**src/rtl/sort_job_arbiter.sv**
```systemverilog
// sort_job_arbiter: round-robin front end that shares a single sorter between
// NUM_REQ requesters. It grants one requester, captures that requester's
// array, runs the sorter under a watchdog, and returns the result tagged with
// the requester index over a valid/ready response channel.
// Optional feature macro: SORT_ARB_PERF_EN (RUN-cycle counter on o_perf_cycles).
module sort_job_arbiter #(
  parameter int NUM_REQ     = 4,
  parameter int NUM_VALS    = 8,
  parameter int SIZE_DATA   = 8,
  parameter int TIMEOUT_CYC = 256
) (
  input  logic                                           i_clk,
  input  logic                                           i_rst_n,
  input  logic [NUM_REQ-1:0]                             i_req_valid,
  input  logic [NUM_REQ*NUM_VALS*SIZE_DATA-1:0]          i_req_data,
  output logic [NUM_REQ-1:0]                             o_req_ready,
  output logic                                           o_sort_start,
  output logic [NUM_VALS*SIZE_DATA-1:0]                  o_sort_data,
  input  logic                                           i_sort_done,
  input  logic [NUM_VALS*SIZE_DATA-1:0]                  i_sort_data,
  output logic                                           o_rsp_valid,
  input  logic                                           i_rsp_ready,
  output logic [((NUM_REQ > 1) ? $clog2(NUM_REQ) : 1)-1:0] o_rsp_id,
  output logic [NUM_VALS*SIZE_DATA-1:0]                  o_rsp_data,
  output logic                                           o_rsp_timeout,
  output logic                                           o_busy,
  output logic [15:0]                                    o_perf_cycles
);

  localparam int IDW = (NUM_REQ > 1) ? $clog2(NUM_REQ) : 1;
  localparam int AW  = NUM_VALS * SIZE_DATA;
  localparam int WDW = $clog2(TIMEOUT_CYC);

  typedef enum logic [1:0] {
    IDLE = 2'd0,
    LOAD = 2'd1,
    RUN  = 2'd2,
    RESP = 2'd3
  } state_t;

  state_t         state;
  logic [IDW-1:0] rr_ptr;
  logic [AW-1:0]  buffer;
  logic [WDW-1:0] wd_cnt;
  logic           wd_hit;

  logic [AW-1:0]  req_slice [NUM_REQ];
  logic           found_any;
  logic           found_hi;
  logic [IDW-1:0] lowest_any;
  logic [IDW-1:0] lowest_hi;
  logic [IDW-1:0] grant_idx;
  logic [IDW-1:0] next_ptr;

  // Unpack the flattened request bus into one array per requester
  always_comb begin
    for (int unsigned r = 0; r < NUM_REQ; r++) begin
      req_slice[r] = i_req_data[r*AW +: AW];
    end
  end

  // Round-robin pick: lowest requester at or above the pointer, else lowest overall (wrap)
  always_comb begin
    found_any  = 1'b0;
    found_hi   = 1'b0;
    lowest_any = '0;
    lowest_hi  = '0;
    for (int unsigned r = 0; r < NUM_REQ; r++) begin
      if (i_req_valid[r] && !found_any) begin
        found_any  = 1'b1;
        lowest_any = IDW'(r);
      end
      if (i_req_valid[r] && (IDW'(r) >= rr_ptr) && !found_hi) begin
        found_hi  = 1'b1;
        lowest_hi = IDW'(r);
      end
    end
    grant_idx = found_hi ? lowest_hi : lowest_any;
    next_ptr  = (grant_idx == IDW'(NUM_REQ - 1)) ? '0 : grant_idx + 1'b1;
  end

  // Acceptance pulse is only offered while idle, in the grant cycle itself
  always_comb begin
    o_req_ready = '0;
    if ((state == IDLE) && found_any) begin
      o_req_ready[grant_idx] = 1'b1;
    end
  end

  assign wd_hit      = (wd_cnt == WDW'(TIMEOUT_CYC - 1));
  assign o_sort_data = buffer;
  assign o_busy      = (state != IDLE);

  // Job sequencer: grant/capture, start sorter, watchdog, hold response until accepted
  always_ff @(posedge i_clk or negedge i_rst_n) begin
    if (!i_rst_n) begin
      state         <= IDLE;
      rr_ptr        <= '0;
      buffer        <= '0;
      wd_cnt        <= '0;
      o_sort_start  <= 1'b0;
      o_rsp_valid   <= 1'b0;
      o_rsp_id      <= '0;
      o_rsp_data    <= '0;
      o_rsp_timeout <= 1'b0;
    end else begin
      case (state)
        IDLE: begin
          if (found_any) begin
            buffer       <= req_slice[grant_idx];
            o_rsp_id     <= grant_idx;
            rr_ptr       <= next_ptr;
            o_sort_start <= 1'b1;
            state        <= LOAD;
          end
        end
        LOAD: begin
          wd_cnt <= '0;
          state  <= RUN;
        end
        RUN: begin
          // done is tested first so it wins over a simultaneous watchdog expiry
          if (i_sort_done) begin
            o_rsp_data    <= i_sort_data;
            o_rsp_timeout <= 1'b0;
            o_sort_start  <= 1'b0;
            o_rsp_valid   <= 1'b1;
            state         <= RESP;
          end else if (wd_hit) begin
            o_rsp_data    <= buffer;
            o_rsp_timeout <= 1'b1;
            o_sort_start  <= 1'b0;
            o_rsp_valid   <= 1'b1;
            state         <= RESP;
          end else begin
            wd_cnt <= wd_cnt + 1'b1;
          end
        end
        RESP: begin
          if (i_rsp_ready) begin
            o_rsp_valid <= 1'b0;
            state       <= IDLE;
          end
        end
        default: state <= IDLE;
      endcase
    end
  end

`ifdef SORT_ARB_PERF_EN
  logic [15:0] perf_q;
  logic [31:0] run_cycles;

  assign run_cycles    = 32'(wd_cnt) + 32'd1;
  assign o_perf_cycles = perf_q;

  // Record the RUN length of each job as it leaves RUN, saturating at 16 bits
  always_ff @(posedge i_clk or negedge i_rst_n) begin
    if (!i_rst_n) begin
      perf_q <= '0;
    end else if ((state == RUN) && (i_sort_done || wd_hit)) begin
      perf_q <= (run_cycles > 32'd65535) ? 16'hFFFF : run_cycles[15:0];
    end
  end
`else
  assign o_perf_cycles = '0;
`endif

endmodule

```
**config.mk**
```make
export PLATFORM = sky130hd
export DESIGN_NAME = sort_job_arbiter
export DESIGN_NICKNAME = d
export VERILOG_FILES = /design/src/rtl/sort_job_arbiter.sv
export SDC_FILE = /design/constraint.sdc
export NUM_CORES = 1
export LEC_CHECK = 0
export BUFFER_PORTS_ARGS = -buffer_cell sky130_fd_sc_hd__clkbuf_2
export CAP_MARGIN = 20
export CORE_AREA = 5 5 186 188
export DETAILED_ROUTE_END_ITERATION = 16
export DIE_AREA = 0 0 191 193
export PLACE_DENSITY_LB_ADDON = 0.2
export SLEW_MARGIN = 20
export SYNTH_ARGS = -nofsm -noshare
export SYNTH_HDL_FRONTEND = slang
export SYNTH_SLANG_ARGS = --single-unit
```
**constraint.sdc**
```tcl
create_clock -name i_clk -period 2.8 [get_ports i_clk]
set_input_delay 0.84 -clock i_clk [delete_from_list [all_inputs] [get_ports i_clk]]
set_output_delay 0.84 -clock i_clk [all_outputs]
set_load 0.03 [all_outputs]
```
==> summary.txt, run 1 <==
Critical path
  – Worst R2R Setup Slack: 0.35 ns
  – Req. time, crit path: 1.96 ns
  – Critical Path AT: 1.95 ns
  – CP max FO: 4
  – Crit path cell chain: clkbuf_2, nor3b_4, a211oi_4, nor2_4, inv_2, ha_2, and2_4, buf_8
  – CP startpoint kind: input pin
  – Worst reg-to-reg path cell count: 9
  – R2r endpoint: o_sort_data[30]$_DFFE_PN0P_
  – CP max stage cell: nor3b_4
  – Peak per-stage delay on the critical path: 0.24 ns
  – R2r startpoint: rr_ptr[1]$_DFFE_PN0P_
  – CP endpoint kind: output port
  – WS Path Type: in2out

Route
  – Pre-antenna DRT Iters: 5
  – Wire per inst: 20.0 microns
  – Final wirelength: 35700 microns
  – Via count of the routed design: 8479
  – Post-DRT Antenna Nets: 0
  – Initial DRC count: 300
  – Via density: 4.74
  – DR DRC count: 0

Clock tree
  – Root Buffer: clkbuf_16
  – Worst-case clock buffer depth: 2
  – CTS Buf Count: 17
  – CTS Hold Bufs: 0
  – Worst-Skew Late Latency: 0.41 ns
  – CTS tree: yes
  – Clk sinks: 145
  – H-tree Lvls: 4
  – Clk pin slew, worst setup/hold paths: 0.06 ns

Global routing
  – Largest net degree at the start of global routing: 71
  – Number of global-route vias before repair: 8869
  – Initial antenna violation count: 0
  – First-pass GRT wire length: 52000 microns
  – Overflow after GRT: 0
  – Total Routing Usage GR: 18.5%

Logic synthesis
  – Top FF cell, synth: dfrtp_1
  – Synthesized cell area: 8270 sq um
  – Gate Count Post-Synth: 867
  – #FFs+latches synth: 145
  – Number of distinct library cells after synthesis: 45
  – Synth Area per Inst: 9.54 sq um
  – Ys async rst share: 100%
  – Sequential share of the synthesized area: 43.9%
  – Number of synthesized flops with an enable pin: 0
  – Ys Warns: 0

Run status
  – Status: complete, no violations

Floorplan
  – Die W: 191 microns
  – Initial Util: 25.1%
  – Core area: 32900 sq um
  – # IOs: 482
  – Die height: 193 microns
  – Total die area: 36900 sq um
  – Std cell rows: 67

Placement
  – Dpl ws: -0.187 ns
  – Routability congestion estimate: 0.848
  – Placed insts: 1754
  – # port buffers: 465
  – DP HPWL: 27400 microns

Final layout
  – Register area: 3630 sq um
  – Fillers: 3481
  – Area occupied by multi-input gates: 4380 sq um
  – Final Instance Count excl. Fillers: 1789
  – Area grow syn2layout: 46.6%
  – Leading cell type in the layout, fill and taps excluded: clkbuf_2
  – Share of cells above drive strength 1: 43.5%
  – Fin nets: 1665
  – Commonest cells after routing, fill and taps aside: 459 x clkbuf_2, 144 x dfrtp_1, 116 x mux2i_1
  – Diode count: 0

Pwr
  – PD cells: 1130 nW/um^2
  – Total power: 13.7 mW
  – IR drop worst, VDD: 0.408 mV
  – Leak: 6.28 nW

Timing
  – Setup TNS: 0 ns
  – Slew Limit Headroom: 57.5%
  – Max Clk Rate: 359 MHz
  – Skew final: 0.00672 ns
  – Min Hold Slack: 0.371 ns
  – Post-route worst setup slack: 0.0120 ns
  – Final setup vio count: 0
  – Period utilization: 99.6%
  – Final hold vios: 0
  – Worst-margin pin slew: 0.638 ns
  – Final Max Tran Viols: 0
  – RSZ-0062 raised after global routing: true
  – Minimum clock period: 2.79 ns

Min path
  – Hold crit path type: in2async

Flow run
  – Max Cap Viol: 0
cells in the mapped netlist, types with 2 or more instances:
cell type	n	area, sq um
a21o_1	24	180
buf_2	7	35.0
and3_1	30	188
xnor2_1	2	17.5
mux2i_1	117	1170
o211ai_1	24	180
dfrtp_1	145	3630
buf_6	4	45.0
a221o_1	12	120
nor2b_1	2	12.5
nand2b_1	3	18.8
nor2_1	42	158
mux2_2	4	45.0
nor3_1	2	10.0
nand4_1	2	12.5
ha_1	9	113
clkbuf_1	49	184
buf_1	6	22.5
nand3_1	40	200
buf_4	20	150
inv_1	6	22.5
a211oi_1	59	443
a21oi_1	17	85.1
nand2_1	104	390
and2_1	4	25.0
o21ai_0	107	536
mux2_4	8	120
logic make-up (layout without fill, tap and decap cells):
logic type | after synthesis | after routing | share of synthesized area (%)
mux | 130 | 130 | 16.3
fa+ha+maj | 9 | 9 | 1.36
compound gates | 251 | 251 | 19.6
buf+inv | 93 | 552 | 5.60
flops | 145 | 145 | 43.9
xor+xnor | 3 | 3 | 0.318
simple gates | 235 | 235 | 12.9
other cells | 1 | 16 | 0.0453
timing repair:
item / in CTS / in global routing
pin swaps: 5 / 4
setup buffers: 4 / 0
setup endpoints to repair: 4 / 4
gates resized for setup: 22 / 7
layer usage:
layer | up-vias | routed length [microns] | global-route usage [%]
met5 | - | 0 | 0
met1 | 4071 | 14700 | 22.6
met2 | 323 | 17800 | 32.4
li1 | 4044 | - | -
met3 | 41 | 2310 | 4.16
met4 | 0 | 928 | 6.19
layout make-up:
| class | instances | area share [%] |
|---|---|---|
| Clock buffer | 19 | 3.57 |
| Clock inverter | 13 | 1.73 |
| Inverter | 7 | 0.237 |
| Multi-Input combinational cell | 644 | 36.1 |
| Sequential cell | 145 | 30.0 |
| Tap cell | 448 | 4.63 |
| Timing Repair Buffer | 513 | 23.8 |
report_power, final:
part	leakage [nW]	switching [mW]	total (mW)	internal [mW]
combinational	4.20	4.83	7.30	2.47
clock	0.308	0.981	2.57	1.59
sequential	1.77	0.741	3.82	3.08
flip-flops by register name (all words and copies together), names as in the netlist:
name,cells
wd_cnt,8
o_sort_start,1
o_rsp_timeout,1
o_rsp_data,64
rr_ptr,2
o_rsp_valid,1
o_rsp_id,2
o_sort_data,64
state,2
worst max-delay path by stage:
stage,from,to,slack (ns),depth (start not counted)
after floorplan,i_req_valid[3],o_req_ready[2],-0.01,8
after global placement,i_req_valid[3],o_req_ready[0],-0.20,9
after detailed placement,i_req_valid[3],o_req_ready[1],-0.19,9
after CTS,rr_ptr[1]$_DFFE_PN0P_,o_req_ready[1],-0.02,7
after global routing,i_req_valid[1],o_req_ready[1],-0.07,8
final,i_req_valid[1],o_req_ready[1],0.01,8
critical path: cells and delay by family:
family	cells	cell delay [ns]
AO/OA/AOI/OAI	1	0.07
adder cells (fa/ha/maj)	1	0.17
buffers and inverters	3	0.31
AND/OR/NAND/NOR	3	0.56
per-stage QoR:
| stage | util (%) | instance area, sq um |
|---|---|---|
| 2_1_floorplan | - | 8370 |
| 3_3_place_gp | 34.4 | 11300 |
| 3_5_place_dp | 34.4 | 11300 |
| 4_1_cts | 36.7 | 12100 |
| 5_1_grt | 36.8 | 12100 |
| 6_report | 36.8 | 12100 |
(Power assumes the default switching activity.)
==> inputs of run 2 (changes only) <==
--- a/config.mk
+++ b/config.mk
@@ -17 +17,2 @@
 export SYNTH_SLANG_ARGS = --single-unit
+export TNS_END_PERCENT = 30
==> constraint.sdc (replaced) <==
create_clock -name i_clk -period 2.8 [get_ports i_clk]
set_input_delay 0.28 -clock i_clk [delete_from_list [all_inputs] [get_ports i_clk]]
set_output_delay 0.28 -clock i_clk [all_outputs]
set_load 0.03 [all_outputs]
==> run 2 against run 1 <==
First-iteration DRC count grew 8.7%. Largest cell class unchanged. Fmax increased by 4.7%. Register-to-register slack improved by 0.08 ns.
==> summary.txt, run 2 (same netlist as run 1, synthesis figures left out) <==
Run status
  – Status: complete, no violations

Timing
  – Final hold vios: 0
  – Worst-margin pin slew: 0.666 ns
  – Final Max Tran Viols: 0
  – Slew Limit Headroom: 55.6%
  – Setup TNS: 0 ns
  – Minimum clock period: 2.66 ns
  – Period utilization: 95.1%
  – Max Clk Rate: 376 MHz
  – Post-route worst setup slack: 0.138 ns
  – Final setup vio count: 0
  – Skew final: 0.0101 ns

Placement
  – Routability congestion estimate: 0.807
  – Placed insts: 1736
  – DP HPWL: 28200 microns
  – Dpl ws: 0.376 ns
  – # port buffers: 465

Critical path
  – CP max stage cell: dfrtp_1
  – Buf/Inv on CP: 2
  – Critical Path AT: 2.38 ns
  – CP endpoint kind: output port
  – CP max FO: 6
  – CP startpoint kind: flop
  – Req. time, crit path: 2.52 ns
  – Peak per-stage delay on the critical path: 0.51 ns
  – WS Path Type: reg2out
  – Delay-heaviest family, CP: simple AND/OR/NAND/NOR gates
  – Crit path cell chain: nor3b_1, a211oi_2, nor2_1, inv_1, ha_1, and2_1, clkbuf_2

Floorplan
  – Total die area: 36900 sq um
  – Core area: 32900 sq um
  – # IOs: 482
  – Die W: 191 microns
  – Initial Util: 25.1%
  – Std cell rows: 67
  – Die height: 193 microns

Global routing
  – Largest net degree at the start of global routing: 66
  – Initial antenna violation count: 4
  – Number of global-route vias before repair: 8640
  – Overflow after GRT: 0
  – Total Routing Usage GR: 19.3%
  – First-pass GRT wire length: 53900 microns

Route
  – Via count of the routed design: 8258
  – DR DRC count: 0
  – Pre-antenna DRT Iters: 4
  – Via density: 4.67
  – Post-DRT Antenna Nets: 0
  – Wire per inst: 20.8 microns
  – Final wirelength: 36700 microns
  – Initial DRC count: 326

Clock tree
  – Clk sinks: 145
  – Clk pin slew, worst setup/hold paths: 0.06 ns
  – Worst-Skew Late Latency: 0.43 ns
  – Root Buffer: clkbuf_16
  – CTS tree: yes
  – Worst-case clock buffer depth: 2
  – H-tree Lvls: 4
  – CTS Buf Count: 17

Pwr
  – PD cells: 1130 nW/um^2
  – Leak: 6.13 nW
  – IR drop worst, VDD: 0.452 mV

Final layout
  – Final Instance Count excl. Fillers: 1767
  – Commonest cells after routing, fill and taps aside: 463 x clkbuf_2, 145 x dfrtp_1, 116 x mux2i_1
  – Fin nets: 1645
  – Leading cell type in the layout, fill and taps excluded: clkbuf_2
  – Area grow syn2layout: 42.4%
  – Share of cells above drive strength 1: 41.5%
  – Diode count: 0

Min path
  – Hold crit path type: in2reg

Flow run
  – Max Cap Viol: 0
## run 2: cell types whose count changed in the layout (fill, tap and decap cells not counted), sizes merged
cell         before  now
clkinv            5    2
buf              53   29
bufinv            5    3
dlygate4sd3       0    1
clkinvlp          2    0
inv               8    7
clkbuf          479  488
## run 2: tightest hold or removal path, delay by kind of cell
family	cells	cell delay [ns]
AOI/OAI and AO/OA	1	0.12
buffers and inverters	1	0.07
muxes	1	0.05
## run 2: path summary, 6_finish.rpt
kind                                             from                           to  slack, ns  depth (start not counted)
setup / recovery                rr_ptr[0]$_DFFE_PN0P_               o_req_ready[1]       0.14                          7
hold / removal                         i_sort_data[5]    o_rsp_data[5]$_DFFE_PN0P_       0.14                          3
setup reg to reg                rr_ptr[0]$_DFFE_PN0P_  o_sort_data[14]$_DFFE_PN0P_       0.43                          6
hold reg to reg            o_rsp_data[22]$_DFFE_PN0P_   o_rsp_data[22]$_DFFE_PN0P_       0.48                          2
max in group asynchronous                     i_rst_n  o_sort_data[22]$_DFFE_PN0P_       1.70                          3
min in group asynchronous                     i_rst_n      o_rsp_valid$_DFFE_PN0P_       0.34                          2
## run 2: metrics by stage
step / utilization (%) / total power, mW / hold slack (ns) / area (sq um)
global route: 35.7 / 14.2 / 0.124 / 11800
floorplan: - / 8.34 / -0.0156 / 8330
detailed placement: 33.8 / 11.0 / 0.249 / 11100
CTS: 35.7 / 13.5 / 0.110 / 11800
global placement: 33.8 / 11.0 / 0.254 / 11100
finish: 35.7 / 13.3 / 0.137 / 11800
## run 2: final cells by class
cell class,instances,area [sq um]
sequential,145,3630
timing repair buffer,493,2640
clock inverter,5,100
inverter,7,33.8
fill,3511,21200
multi-input combinational,644,4310
clock buffer,25,505
tap,448,561
## run 2: layer usage
metal | GRT usage, % | routed length [microns] | vias up
met5 | 0 | 42 | -
met4 | 6.49 | 780 | 8
met3 | 4.93 | 2460 | 42
met2 | 33.9 | 18500 | 321
met1 | 23.2 | 15000 | 3896
li1 | - | - | 3991
## run 2: report_power, final
part	leakage, nW	total, mW	switching [mW]	internal [mW]
registers	1.78	3.85	0.767	3.08
clock network	0.299	2.42	0.910	1.51
logic	4.06	7.05	4.76	2.29
## run 2: repair_timing
action | in CTS | in global routing
hold endpoints to repair | 40 | 0
resized for setup | 1 | 3
hold buffers | 1 | 0
buffers inserted | 0 | 0
cloned | 0 | 0
endpoints found under the setup margin | 2 | 3
